--- src/rtl/bbox_pkg.sv ---
// Shared types and constants for the bounding-box tracker and its coordinate counter.
package bbox_pkg;

  localparam int unsigned COORD_W = 16;
  localparam int unsigned PIX_W   = 24;
  localparam int unsigned STATE_W = 2;

  localparam logic [COORD_W-1:0] INVALID_COORD = 16'hFFFF;

  // RGB888 field slices: {R, G, B}
  localparam int unsigned R_HI = 23;
  localparam int unsigned R_LO = 16;
  localparam int unsigned G_HI = 15;
  localparam int unsigned G_LO = 8;
  localparam int unsigned B_HI = 7;
  localparam int unsigned B_LO = 0;

  // Tracker FSM states
  localparam logic [STATE_W-1:0] ST_IDLE    = 2'd0;
  localparam logic [STATE_W-1:0] ST_ACCUM   = 2'd1;
  localparam logic [STATE_W-1:0] ST_PUBLISH = 2'd2;

  typedef struct packed {
    logic [COORD_W-1:0] x_min;
    logic [COORD_W-1:0] x_max;
    logic [COORD_W-1:0] y_min;
    logic [COORD_W-1:0] y_max;
  } bbox_t;

  // Empty accumulator: any real coordinate replaces both min and max
  localparam bbox_t BBOX_EMPTY = '{x_min: INVALID_COORD, x_max: COORD_W'(0),
                                   y_min: INVALID_COORD, y_max: COORD_W'(0)};

  // Published "no box": the overlay never matches these coordinates
  localparam bbox_t BBOX_INVALID = '{x_min: INVALID_COORD, x_max: INVALID_COORD,
                                     y_min: INVALID_COORD, y_max: INVALID_COORD};

  // Mean of two coordinates through a one-bit-wider sum
  function automatic logic [COORD_W-1:0] coord_avg(input logic [COORD_W-1:0] a,
                                                   input logic [COORD_W-1:0] b);
    logic [COORD_W:0] sum;
    sum = {1'b0, a} + {1'b0, b};
    return sum[COORD_W:1];
  endfunction

endpackage

--- src/rtl/video_coord_counter.sv ---
// Active-video x/y counter; shared with the overlay so both see identical coordinates.
// x advances on each qualified pixel, wraps at H_ACTIVE-1 and bumps y; both clear while v_sync is low.
module video_coord_counter #(
  parameter int unsigned H_ACTIVE = 640,
  parameter int unsigned COORD_W  = 16
) (
  input  logic               clk,
  input  logic               rst,
  input  logic               h_sync,
  input  logic               v_sync,
  output logic [COORD_W-1:0] x,
  output logic [COORD_W-1:0] y
);

  localparam logic [COORD_W-1:0] X_LAST = COORD_W'(H_ACTIVE - 1);

  logic [COORD_W-1:0] x_q, x_d;
  logic [COORD_W-1:0] y_q, y_d;

  // Next coordinate: the current pixel uses x_q/y_q, the increment lands after it
  always_comb begin
    x_d = x_q;
    y_d = y_q;
    if (!v_sync) begin
      x_d = '0;
      y_d = '0;
    end else if (h_sync) begin
      if (x_q == X_LAST) begin
        x_d = '0;
        y_d = y_q + COORD_W'(1);
      end else begin
        x_d = x_q + COORD_W'(1);
      end
    end
  end

  // Coordinate registers with synchronous active-low reset
  always_ff @(posedge clk) begin
    if (!rst) begin
      x_q <= '0;
      y_q <= '0;
    end else begin
      x_q <= x_d;
      y_q <= y_d;
    end
  end

  assign x = x_q;
  assign y = y_q;

endmodule

--- src/rtl/bbox_tracker.sv ---
// Per-frame bounding box of pixels inside an RGB colour window; results drive the overlay.
// Optional build macro BBOX_SMOOTH_EN: average each new valid box with the previous valid one.
module bbox_tracker
  import bbox_pkg::*;
#(
  parameter int unsigned H_ACTIVE   = 640,
  parameter int unsigned V_ACTIVE   = 480,
  parameter logic [7:0]  R_MIN      = 8'hC0,
  parameter logic [7:0]  G_MAX      = 8'h40,
  parameter logic [7:0]  B_MAX      = 8'h40,
  parameter int unsigned MIN_PIXELS = 16,
  parameter int unsigned CNT_W      = 20
) (
  input  logic               clk,
  input  logic               rst,
  input  logic               h_sync,
  input  logic               v_sync,
  input  logic [PIX_W-1:0]   pixel_in,
  output logic [COORD_W-1:0] bbox_x_min,
  output logic [COORD_W-1:0] bbox_x_max,
  output logic [COORD_W-1:0] bbox_y_min,
  output logic [COORD_W-1:0] bbox_y_max,
  output logic               bbox_valid,
  output logic [CNT_W-1:0]   pixel_count,
  output logic               frame_done
);

  // Frame geometry must be addressable with 16-bit coordinates
  if (H_ACTIVE == 0 || V_ACTIVE == 0 || H_ACTIVE > 65535 || V_ACTIVE > 65535) begin : g_bad_geometry
    $error("bbox_tracker: H_ACTIVE/V_ACTIVE out of 16-bit coordinate range");
  end

  localparam logic [CNT_W-1:0] MIN_CNT = CNT_W'(MIN_PIXELS);

  logic [COORD_W-1:0] x, y;
  logic               match_c;
  logic               accum_en_c;

  logic [STATE_W-1:0] state_q, state_d;
  logic               armed_q, armed_d;
  bbox_t              acc_q, acc_d;
  logic [CNT_W-1:0]   count_q, count_d;
  bbox_t              box_q, box_d;
  logic               valid_q, valid_d;
  logic [CNT_W-1:0]   pcount_q, pcount_d;
  logic               done_q, done_d;

  video_coord_counter #(
    .H_ACTIVE (H_ACTIVE),
    .COORD_W  (COORD_W)
  ) u_coord (
    .clk    (clk),
    .rst    (rst),
    .h_sync (h_sync),
    .v_sync (v_sync),
    .x      (x),
    .y      (y)
  );

  // Colour-window classification of the current qualified pixel
  assign match_c = h_sync && v_sync &&
                   (pixel_in[R_HI:R_LO] >= R_MIN) &&
                   (pixel_in[G_HI:G_LO] <= G_MAX) &&
                   (pixel_in[B_HI:B_LO] <= B_MAX);

  // Next-state, accumulation and publish logic
  always_comb begin
    state_d    = state_q;
    armed_d    = armed_q | ~v_sync;
    acc_d      = acc_q;
    count_d    = count_q;
    box_d      = box_q;
    valid_d    = valid_q;
    pcount_d   = pcount_q;
    done_d     = 1'b0;
    accum_en_c = 1'b0;

    case (state_q)
      ST_IDLE: begin
        // Only start on a frame whose beginning was actually seen
        if (armed_q && v_sync) begin
          state_d    = ST_ACCUM;
          acc_d      = BBOX_EMPTY;
          count_d    = '0;
          accum_en_c = 1'b1;
        end
      end
      ST_ACCUM: begin
        if (!v_sync) begin
          state_d = ST_PUBLISH;
        end else begin
          accum_en_c = 1'b1;
        end
      end
      ST_PUBLISH: begin
        if (count_q >= MIN_CNT) begin
`ifdef BBOX_SMOOTH_EN
          if (valid_q) begin
            box_d.x_min = coord_avg(box_q.x_min, acc_q.x_min);
            box_d.x_max = coord_avg(box_q.x_max, acc_q.x_max);
            box_d.y_min = coord_avg(box_q.y_min, acc_q.y_min);
            box_d.y_max = coord_avg(box_q.y_max, acc_q.y_max);
          end else begin
            box_d = acc_q;
          end
`else
          box_d = acc_q;
`endif
          valid_d = 1'b1;
        end else begin
          box_d   = BBOX_INVALID;
          valid_d = 1'b0;
        end
        pcount_d = count_q;
        done_d   = 1'b1;
        state_d  = ST_IDLE;
      end
      default: begin
        state_d = ST_IDLE;
      end
    endcase

    // Fold a matching pixel into the running box; count saturates
    if (accum_en_c && match_c) begin
      if (x < acc_d.x_min) acc_d.x_min = x;
      if (x > acc_d.x_max) acc_d.x_max = x;
      if (y < acc_d.y_min) acc_d.y_min = y;
      if (y > acc_d.y_max) acc_d.y_max = y;
      if (count_d != '1) count_d = count_d + CNT_W'(1);
    end
  end

  // State and output registers with synchronous active-low reset
  always_ff @(posedge clk) begin
    if (!rst) begin
      state_q  <= ST_IDLE;
      armed_q  <= 1'b0;
      acc_q    <= BBOX_EMPTY;
      count_q  <= '0;
      box_q    <= BBOX_INVALID;
      valid_q  <= 1'b0;
      pcount_q <= '0;
      done_q   <= 1'b0;
    end else begin
      state_q  <= state_d;
      armed_q  <= armed_d;
      acc_q    <= acc_d;
      count_q  <= count_d;
      box_q    <= box_d;
      valid_q  <= valid_d;
      pcount_q <= pcount_d;
      done_q   <= done_d;
    end
  end

  assign bbox_x_min  = box_q.x_min;
  assign bbox_x_max  = box_q.x_max;
  assign bbox_y_min  = box_q.y_min;
  assign bbox_y_max  = box_q.y_max;
  assign bbox_valid  = valid_q;
  assign pixel_count = pcount_q;
  assign frame_done  = done_q;

endmodule

--- config.mk ---
export PLATFORM = sky130hd
export DESIGN_NAME = bbox_tracker
export DESIGN_NICKNAME = d
export VERILOG_FILES = /design/src/rtl/bbox_pkg.sv /design/src/rtl/video_coord_counter.sv /design/src/rtl/bbox_tracker.sv
export SDC_FILE = /design/constraint.sdc
export NUM_CORES = 1
export LEC_CHECK = 0
export BUFFER_PORTS_ARGS = -buffer_cell sky130_fd_sc_hd__clkbuf_2
export CAP_MARGIN = 20
export CORE_UTILIZATION = 60
export CTS_CLUSTER_SIZE = 30
export DETAILED_ROUTE_END_ITERATION = 8
export GPL_TIMING_DRIVEN = 1
export PLACE_DENSITY = 0.86
export SKIP_LAST_GASP = 1
export SLEW_MARGIN = 25
export SYNTH_ARGS = -nofsm -noshare
export SYNTH_HDL_FRONTEND = slang
export SYNTH_SLANG_ARGS = --single-unit
--- constraint.sdc ---
create_clock -name clk -period 10.2 [get_ports clk]
set_input_delay 0.51 -clock clk [delete_from_list [all_inputs] [get_ports clk]]
set_output_delay 0.51 -clock clk [all_outputs]
set_load 0.005 [all_outputs]
After elaboration in Yosys (flattened, before gate mapping)
Cells that the tools add are included.
{"block": "classes", "muxes": 21, "bitwise": 2, "n_lt_le_gt_ge": 8, "n_reduce_logical": 10, "n_addsub": 3, "n_eq_ne": 6}
{"cell": "64-bit two-way mux", "count": 4}
{"cell": "16-bit two-way mux", "count": 5}
{"cell": "20-bit two-way mux", "count": 4}
{"cell": "16-bit by 1-bit adder with 16-bit output, second input constant", "count": 2}
{"cell": "16-bit > comparator", "count": 2}
{"cell": "16-bit < comparator", "count": 2}
{"cell": "20-bit by 1-bit adder with 20-bit output, second input constant", "count": 1}
{"cell": "20-bit by 5-bit >= comparator with 1-bit output, second input constant", "count": 1}
{"cell": "20-bit inequality test, second input constant", "count": 1}
{"cell": "16-bit by 10-bit == test with 1-bit output, second input constant", "count": 1}
{"cell": "8-bit by 7-bit <= comparator with 1-bit output, second input constant", "count": 2}
{"cell": "8-bit >= comparator, second input constant", "count": 1}
{"cell": "1-bit logical AND", "count": 6}
{"cell": "2-bit AND reduction", "count": 3}
{"cell": "1-bit two-way mux", "count": 4}
{"cell": "2-bit two-way mux", "count": 2}
{"cell": "2-bit inequality test, second input constant", "count": 2}
{"cell": "2-bit case mux with 2 select lines", "count": 1}
{"cell": "2-bit by 1-bit == test with 1-bit output, second input constant", "count": 1}
{"cell": "2-bit == test, second input constant", "count": 1}
{"cell": "2-bit logical NOT", "count": 1}
{"cell": "1-bit case mux with 2 select lines", "count": 1}
{"cell": "1-bit NOT", "count": 1}
{"cell": "1-bit OR", "count": 1}
{"block": "word_totals", "inputBits": 28, "reg_bits": 205, "word_cells": 66}

Logic depth before layout (Yosys ltp)
Gate-level depths: netlist of the first run.
{"block": "logic_depth", "depth_word": 6, "ltp_mapped": 14, "mapped_depth_nobuf": 9}

Cells and area by module
A second synthesis of the first run with hierarchy kept.
{"block": "hier_totals", "cells_unflattened": 1147, "area_unflattened_um2": 9794.4}
{"mod": "bbox_tracker", "cells_each": 972, "area_per_inst_um2": 8237.9, "n_inst": 1, "seq_area_each_um2": 3463.3}
{"mod": "video_coord_counter", "cells_each": 175, "area_per_inst_um2": 1556.5, "n_inst": 1, "seq_area_each_um2": 640.6}

Worst setup path after synthesis of the first run
No wires, ideal clock.
{"block": "synth_path", "path_type": "input -> register", "from": "in v_sync", "to": "reg acc_q[43] (netlist name)", "arrival_time_ps": 3420, "path_stages": 13, "path_buffers": 4, "path_slack_ps": 6721, "required_ps": 10141, "cell_sequence": "nand4bb_1 -> clkbuf_1 -> clkbuf_1 -> clkbuf_1 -> nand2_1 -> ha_1 -> a21oi_1 -> o21ai_0 -> a211oi_1 -> a21oi_1 -> o31ai_1 -> clkbuf_1 -> a22o_1"}
{"block": "synth_via", "elab_chain_len": 6, "elab_cells_between_ends": 14, "cone_classes": "order compare (1); mux (7); reduce/logical (6)"}
{"element": "from (decl)", "line": "bbox_tracker.sv:17", "text": "input logic v_sync,"}
{"element": "1-bit logical AND (on tied branches)", "line": "bbox_tracker.sv:81, bbox_tracker.sv:61"}
{"element": "64-bit two-way mux or 1-bit logical AND (tied branches)", "line": "bbox_tracker.sv:81, bbox_tracker.sv:61"}
{"element": "64-bit two-way mux or 1-bit logical AND (tied branches)", "line": "bbox_tracker.sv:78, bbox_tracker.sv:62"}
{"element": "16-bit > comparator or 1-bit logical AND (tied branches)", "line": "bbox_tracker.sv:126, bbox_tracker.sv:63"}
{"element": "16-bit two-way mux or 1-bit logical AND (tied branches)", "line": "bbox_tracker.sv:126, bbox_tracker.sv:124"}
{"element": "64-bit two-way mux *", "line": "bbox_tracker.sv:124", "text": "if (accum_en_c && match_c) begin"}
{"element": "to (signal assigned)", "line": "bbox_tracker.sv:138", "text": "acc_q <= BBOX_EMPTY;"}
{"element": "to (signal assigned)", "line": "bbox_tracker.sv:147", "text": "acc_q <= acc_d;"}
{"element": "to (decl)", "line": "bbox_tracker.sv:41", "text": "bbox_t acc_q, acc_d;"}
Every way passes the cells marked *; elsewhere a longest branch is shown, timed or not.
A chain may end at the register's enable or synchronous reset.

Worst setup path in the final report of the first run
{"block": "layout_path", "from": "reg state_q[0]", "to": "reg acc_q[42] (netlist name)"}
{"block": "layout_via", "elab_chain_len": 5, "elab_cells_between_ends": 8, "cone_classes": "order compare (1); eq/ne (1); mux (4); reduce/logical (2)"}
{"element": "from (decl)", "line": "bbox_tracker.sv:39", "text": "logic [STATE_W-1:0] state_q, state_d;"}
{"element": "from (signal assigned)", "line": "bbox_tracker.sv:145", "text": "state_q <= state_d;"}
{"element": "2-bit logical NOT", "line": "bbox_tracker.sv:78", "text": "case (state_q)"}
{"element": "64-bit two-way mux", "line": "bbox_tracker.sv:78"}
{"element": "16-bit > comparator", "line": "bbox_tracker.sv:126", "text": "if (x > acc_d.x_max) acc_d.x_max = x;"}
{"element": "16-bit two-way mux", "line": "bbox_tracker.sv:126"}
{"element": "64-bit two-way mux *", "line": "bbox_tracker.sv:124"}
Marked as above.

==> results of run 1 <==
==> worst paths after layout <==
path                                     start                      endpoint  slack [ns]
setup / recovery       state_q[0]$_SDFFE_PN0P_          acc_q[42]$_SDFF_PN0_        6.62
setup reg to reg       state_q[0]$_SDFFE_PN0P_          acc_q[42]$_SDFF_PN0_        6.62
hold reg to reg   pixel_count[16]$_SDFFE_PN0P_  pixel_count[16]$_SDFFE_PN0P_        0.45
hold / removal                          v_sync       state_q[1]$_SDFFE_PN0P_        0.31
==> logic make-up (layout without fill, tap and decap cells) <==
group	after synthesis	count (layout)
and+or+nand+nor	456	456
muxes	34	34
buffers and inverters	75	160
adders and majority gates	65	65
AOI/OAI and AO/OA	199	199
DFF	205	205
xor gates and xnor gates	38	38
==> registers in the layout, summed over array words and instances, names as in the netlist <==
signal,count
count_q,20
acc_q,64
pixel_count,20
u_coord.y,16
state_q,2
bbox_y_max,16
u_coord.x,16
bbox_y_min,16
bbox_x_max,16
bbox_x_min,16
frame_done,1
armed_q,1
bbox_valid,1
==> synthesized netlist by cell type, types with 11 or more instances <==
cell type	number	area share
dfxtp_1	205	0.44
nand2_1	171	0.069
nor2_1	153	0.061
ha_1	65	0.087
o22ai_1	64	0.043
a21oi_1	54	0.029
clkbuf_1	49	0.020
mux2i_1	34	0.036
a22o_1	32	0.030
nand3_1	24	0.013
xnor2_1	21	0.020
nand4_1	19	0.013
nor3_1	19	0.010
xor2_1	17	0.016
nor4_1	12	0.0080
o21ai_0	11	0.0059
==> stage by stage <==
step | total power (uW) | utilization | hold slack (ns) | setup WS (ns)
after global routing | 1650 | 0.699 | 0.311 | 6.38
after floorplan | 849 | - | 0.447 | 6.72
final | 1610 | 0.699 | 0.311 | 6.62
after global placement | 864 | 0.652 | 0.441 | 6.33
after detailed placement | 866 | 0.654 | 0.445 | 6.46
after CTS | 1620 | 0.699 | 0.297 | 6.66
==> layer usage <==
| metal | vias up | GRT usage | wire [um] |
|---|---|---|---|
| met1 | 3988 | 0.374 | 10200 |
| met5 | - | 0 | 0 |
| li1 | 3932 | - | - |
| met2 | 325 | 0.477 | 10900 |
| met3 | 51 | 0.0443 | 1600 |
| met4 | 0 | 0.0959 | 561 |
==> area by class of cell <==
type | count | share of cell area
flip-flops and latches | 205 | 0.386
repair buffers | 115 | 0.0561
multi-input cells | 792 | 0.468
well taps | 188 | 0.0221
clock inverters | 7 | 0.00824
clock buffers | 30 | 0.0564
inverters | 8 | 0.00283
==> power by group <==
group | internal [uW] | total [uW] | switching, uW
Sequential | 801 | 803 | 1.83
Combinational | 11.6 | 45.8 | 34.2
Clock | 459 | 766 | 307
==> placed cells by master, fill, tap and decap left out, types with 11 or more instances in the layout <==
cell type,count
dfxtp_1,205
nand2_1,171
nor2_1,153
clkbuf_2,107
ha_1,65
o22ai_1,64
a21oi_1,54
mux2i_1,34
a22o_1,32
nand3_1,24
xnor2_1,21
clkbuf_16,21
nand4_1,19
nor3_1,18
xor2_1,17
nor4_1,12
o21ai_0,11
==> results.md, run 1 <==
- Core Box Area: about 0.015 mm2
- Final setup viols: 0
- Largest family of logic cells by synthesized area: simple AND/OR/NAND/NOR gates
- Via count: around 8300
- Top Ports: 114
- Multi-input gate area: between 0.004 and 0.005 mm2
- Post-CTS setup buffers: 0
- RSZ-0062 raised after global routing: no
- Rel. slew slack: 0.396
- Crit path max-delay family: buffers and inverters
- CTS buffer count: 21
- DP Area: ~0.01 mm2
- Total grt overflow: 0
- Post-synthesis mux area share: 0.0364
- #FFs+latches synth: roughly 210
- Total Routing Usage GR: 0.284
- Drt total wl: between 20000 and 25000 um
- Peak supply drop: about 140 uV
- Worst Tran Pin Value: 0.899 ns
- Share of layout cells above drive strength 1: 0.143
- CP Depth: 7
- Final non-filler cell total: 1345
- Starting DRT DRC Count: 740
- Nets@finish: ~1200
- Syn_nets: around 1200
- Post-synth EDFFs: 0
- Initial antenna violation count: 0
- Final Max Slew Viols: 0
- Min-Delay Path Class: input port to flip-flop
- Filler cell count: roughly 1100
- XOR/XNOR Fraction of Synth Area: 0.0356
- Avg Inst Size Synth: 8.72 um2
- Compound-gate portion of the synthesized area: 0.147
- CTS tree: yes
- Worst setup EP type: flip-flop
- Final HPWL DP: ~15000 um
- IO buf count: approximately 110
- Antenna Cells: 0
- Seq/Total Area, Yosys: 0.439
- Worst Path Buf+Inv: 3
- Mapped Area: ~0.0093 mm2
- Leakage: 0.00419 uW
- Die Y: about 130 um
- Post-synth ARST share: 0
- Worst path most repeated cell: buf_4
- Root Driver: clkbuf_16
- Adder-cell share of the synthesized area: 0.0870
- H-tree depth: 1
- PD cells: about 150 mW/mm2
- Total of max-cap violations: 0
- FMAX: between 200 and 300 MHz
- Top_reg_cell synth: dfxtp_1
- Initial core utilization: 0.615
- Clock insertion delay at the later pin of the skew report: about 0.49 ns
- DR WL/cell: 17.2 um
- Die area: approximately 0.016 mm2
- Worst clock skew: between 0.01 and 0.015 ns
- First-pass DRT Iterations: 5
- Layout Area Growth over Synthesis: 13.7%
- FP Rows: 45
- Total negative slack: 0 ns
- Min cycle time layout: roughly 3.6 ns
- Cells after synthesis: 1072
- Worst Path Required: 10.63 ns
- Status: completed
- YS warnings: 0
- Post-synth cell types: 55
- Global-route wire length before repair: 37700 um
- PostCTS Resize Cnt: 0
- Post-route ant nets: 0
- Pin count of the biggest net entering global routing: a little over 70
- Clock slew at reported path FFs: roughly 0.060 ns
- Crit-path max FO: 50
- CTS sink cnt: just over 200
- CP max stage delay: about 0.8 ns
- DRC viols: 0
- Final critical-path share of the clock period: 0.351
- Crit path DAT: 4.02 ns
- Synth Area in Simple Gates: 0.219
- Die Wd: between 100 and 150 um
- Cts hold-fix bufs: 0
- Worst setup SP type: flip-flop
- Register area: 0.00410 mm2
- Hold Path Stages: 2
- Hold Fails Final Rpt: 0
- Max clock buf depth: 3
- Vias per cell: 6.17
- Crit-path slowest cell: o31ai_1
- Number of global-route vias before repair: ~7700
- Critical setup path kind: flip-flop to flip-flop
- Routability cong.: about 0.86
- R2R cell count: 7
- DP Cell Count: 1308
- Crit-path cells: nand4bb_2 > buf_4 > nand2_1 > buf_4 > o31ai_1 > buf_4 > a22o_1
- Design area: ~0.011 mm2
Power figures use the tool's default switching activity.
==> run 2: changes to the inputs <==
--- a/config.mk
+++ b/config.mk
@@ -5,13 +5,14 @@
 export SDC_FILE = /design/constraint.sdc
 export NUM_CORES = 1
 export LEC_CHECK = 0
+export ABC_AREA = 1
 export BUFFER_PORTS_ARGS = -buffer_cell sky130_fd_sc_hd__clkbuf_2
 export CAP_MARGIN = 20
-export CORE_UTILIZATION = 60
+export CORE_UTILIZATION = 53
 export CTS_CLUSTER_SIZE = 30
 export DETAILED_ROUTE_END_ITERATION = 8
 export GPL_TIMING_DRIVEN = 1
-export PLACE_DENSITY = 0.86
+export PLACE_DENSITY = 0.8
 export SKIP_LAST_GASP = 1
 export SLEW_MARGIN = 25
 export SYNTH_ARGS = -nofsm -noshare
==> constraint.sdc (replaced) <==
create_clock -name clk -period 2.9 [get_ports clk]
set_input_delay 0.145 -clock clk [delete_from_list [all_inputs] [get_ports clk]]
set_output_delay 0.145 -clock clk [all_outputs]
set_load 0.005 [all_outputs]
==> run 2 against run 1 <==
Effect of this change:
- sequential power increased to 3.5 times the previous value
- setup slack got worse by 6.3 ns
- wire length increased by 9.5%
- synthesized area up 7.8%
- core utilization decreased by 7.8 points
- via count up 16%
- first-iteration DRC count grew 10%
- power grew to 3.5 times the previous value
==> results.md, run 2 <==
- Worst clock skew: 0.00664 ns (-0.00351 ns)
- Worst path most repeated cell: nand2_1
- Met3 Usage GRT: 0.0308 (-0.0135)
- Min-Delay Path Class: input port to flip-flop
- Final setup viols: 0 (unchanged)
- Total of max-cap violations: 0 (unchanged)
- Worst setup EP type: flip-flop
- Final HPWL DP: 17900 um (+20%)
- Final non-filler cell total: 1747 (+30%)
- Post-synth ARST share: 0 (unchanged)
- Final Max Slew Viols: 0 (unchanged)
- Commonest non-fill, non-tap cell in the layout: nand2_1
- First-pass DRT Iterations: 5 (unchanged)
- DR WL/cell: 14.5 um (-16%)
- Final critical-path share of the clock period: 0.897
- Total negative slack: 0 ns (unchanged)
- IO buf count: 107 (unchanged)
- Initial core utilization: 0.539 (-0.0760)
- Top cell type's share of synthesized area: 0.407 (-0.0319)
- Crit-path cells: dlygate4sd3_1 > clkbuf_2 > nand2_1 > inv_1 > nand2_4 > buf_4 > nand2_1 > ha_1 > nand3_1 > nor3_1 > nand2_1 > nand2_1 > buf_4 > nand3_1 > nand2_1 > nor2_1
- Rel. slew slack: 0.536 (+0.141)
- Worst Tran Pin Value: 0.694 ns (-0.205 ns)
- Critical setup path kind: input port to flip-flop
- Crit-path max FO: 20 (-60%)
- PD cells: 493 mW/mm2 (+220%)
- Die Wd: 140 um (+10%)
- Clock slew at reported path FFs: 0.06 ns (about the same)
- R2R setup slack: 0.32 ns (-6.30 ns)
- Count leader, synth: nand2_1
- Post-route ant nets: 0 (unchanged)
- YS warnings: 0 (unchanged)
- Avg Inst Size Synth: 7.17 um2 (-18%)
- Layout Area Growth over Synthesis: 15.1%
- FMAX: 385 MHz
- Root Driver: clkbuf_16
- Seq/Total Area, Yosys: 0.407 (-0.0319)
- Post-synth EDFFs: 0 (unchanged)
- Syn_nets: 1499 (+29%)
- RSZ-0062 raised after global routing: no
- Worst hold margin: 0.0326 ns (-0.279 ns)
- Vias per cell: 5.50 (-11%)
- Peak supply drop: 384 uV (+170%)
- Number of global-route vias before repair: 8959 (+16%)
- Dominant cell type by area after synthesis: dfxtp_1
- Total Routing Usage GR: 0.259 (-0.0254)
- Leakage: 0.00522 uW (+24%)
- Top cells by area, synth: dfxtp_1 (41%), nand2_1 (12%), ha_1 (8.1%), nor2_1 (7.0%), nand3_1 (6.1%)
- Biggest register: acc_q
- Synth cell count leaders: nand2_1 (330), dfxtp_1 (205), nor2_1 (188)
- Max clock buf depth: 3 (unchanged)
- Worst Path Required: 3.30 ns (-7.33 ns)
- Global-route wire length before repair: 42400 um (+12%)
- Drt total wl: 25400 um (+9.5%)
- H-tree depth: 1 (unchanged)
- DRC viols: 0 (unchanged)
- FP Rows: 50 (+11%)
- Routability cong.: 0.890 (+3.3%)
- Worst setup SP type: input port
- Die area: 0.0196 mm2 (+22%)
- CTS buffer count: 22 (+4.8%)
- Pin count of the biggest net entering global routing: 63 (-13%)
- Via count: 9615 (+16%)
- Initial antenna violation count: 0 (unchanged)
- Die Y: 140 um (+10%)
- Hold Fails Final Rpt: 0 (unchanged)
- Share of layout cells above drive strength 1: 0.127 (-0.0166)
- Status: completed
- Top Ports: 114 (unchanged)
- Total grt overflow: 0 (unchanged)
- Nets@finish: 1593 (+29%)
- Clock insertion delay at the later pin of the skew report: 0.50 ns (about the same)
- GR peak layer: met2
- Min cycle time layout: ~2.6 ns
- Most frequent cells in the layout: nand2_1 (329), dfxtp_1 (205), nor2_1 (186)
- CTS tree: yes
- Core Box Area: 0.0187 mm2 (+23%)
- DP Cell Count: 1706 (+30%)
- Total power: 5730 uW (+250%)
- Crit path max-delay family: simple AND/OR/NAND/NOR gates
- Mapped Area: 0.0101 mm2 (+7.8%)
- Top_reg_cell synth: dfxtp_1
- #FFs+latches synth: 205 (unchanged)
- Max FFs per register: 64 (unchanged)
- Starting DRT DRC Count: 815 (+10%)
- CP max stage delay: 0.58 ns (-0.21 ns)
- Worst Path Buf+Inv: 5 (+2)
- Crit path DAT: 3.00 ns (-1.02 ns)
- CTS sink cnt: 205 (unchanged)
- Antenna Cells: 0 (unchanged)
- Cells after synthesis: 1406 (+31%)
- Met2 GRT Util: 0.431 (-0.0460)
- Post-synth cell types: 37 (-33%)
- M1 GR Usage: 0.353 (-0.0210)
- Crit-path slowest cell: dlygate4sd3_1
-- run 2: repair_timing --
item / CTS / global route
gates resized for setup: 0 / 3
setup endpoints to repair: 0 / 38
setup buffers: 0 / 3
endpoints found under the hold margin: 2 / 0
hold buffers: 1 / 0
-- run 2: per-stage QoR --
| stage | util | area [um2] | setup WS (ns) |
|---|---|---|---|
| after floorplan | - | 10100 | 0.255 |
| after global placement | 0.581 | 10900 | 0.203 |
| after detailed placement | 0.581 | 10900 | 0.0823 |
| after CTS | 0.618 | 11600 | 0.0437 |
| after global routing | 0.621 | 11600 | 0.00572 |
| final | 0.621 | 11600 | 0.299 |
-- run 2: final timing paths --
path,startpoint,endpoint,cells past startpoint
min,h_sync,u_coord.x[15]$_SDFFE_PN0P_,3
min reg2reg,state_q[1]$_SDFFE_PN0P_,state_q[1]$_SDFFE_PN0P_,1
max,v_sync,acc_q[34]$_SDFF_PN0_,16
max reg2reg,state_q[0]$_SDFFE_PN0P_,count_q[2]$_SDFF_PN0_,18
-- run 2: cell type report --
type                            count  area, um2
Clock buffer                       31        636
Clock inverter                      6       57.6
Fill cell                        1641       7100
Inverter                          124        465
Multi-Input combinational cell   1010       5250
Sequential cell                   205       4100
Tap cell                          234        293
Timing Repair Buffer              137        803
-- run 2: worst register-to-register path, cell delays in order (launching register included) --
cell     delay, ns
dfxtp_1       0.42
inv_1         0.08
nand2_1       0.08
nor2_2        0.06
buf_12        0.16
nor2_1        0.15
ha_1          0.18
nand2_1       0.06
inv_1         0.05
nand3_1       0.11
nor2_1        0.20
nand2_2       0.12
nor2_2        0.16
nand3_2       0.15
nand2_2       0.15
buf_4         0.17
o21ai_0       0.08
nand2_1       0.06
nor2_1        0.04
-- run 2: logic make-up (layout without fill, tap and decap cells) --
logic type                 Yosys count  in the layout  synth area share
adders and majority gates           65             65            0.0807
buffers and inverters              191            298            0.0758
and+or+nand+nor                    718            718             0.302
xor gates and xnor gates            16             16            0.0139
DFF                                205            205             0.407
AOI/OAI and AO/OA                  211            211             0.121
-- run 2: per-layer routing --
| metal | wire, um | vias up |
|---|---|---|
| li1 | - | 4857 |
| met1 | 11700 | 4439 |
| met2 | 11800 | 283 |
| met3 | 1430 | 36 |
| met4 | 457 | 0 |
| met5 | 0 | - |
-- run 2: power breakdown --
part	switching, uW	internal [uW]
clock	1110	1610
combinational	122	52.4
sequential	7.03	2830
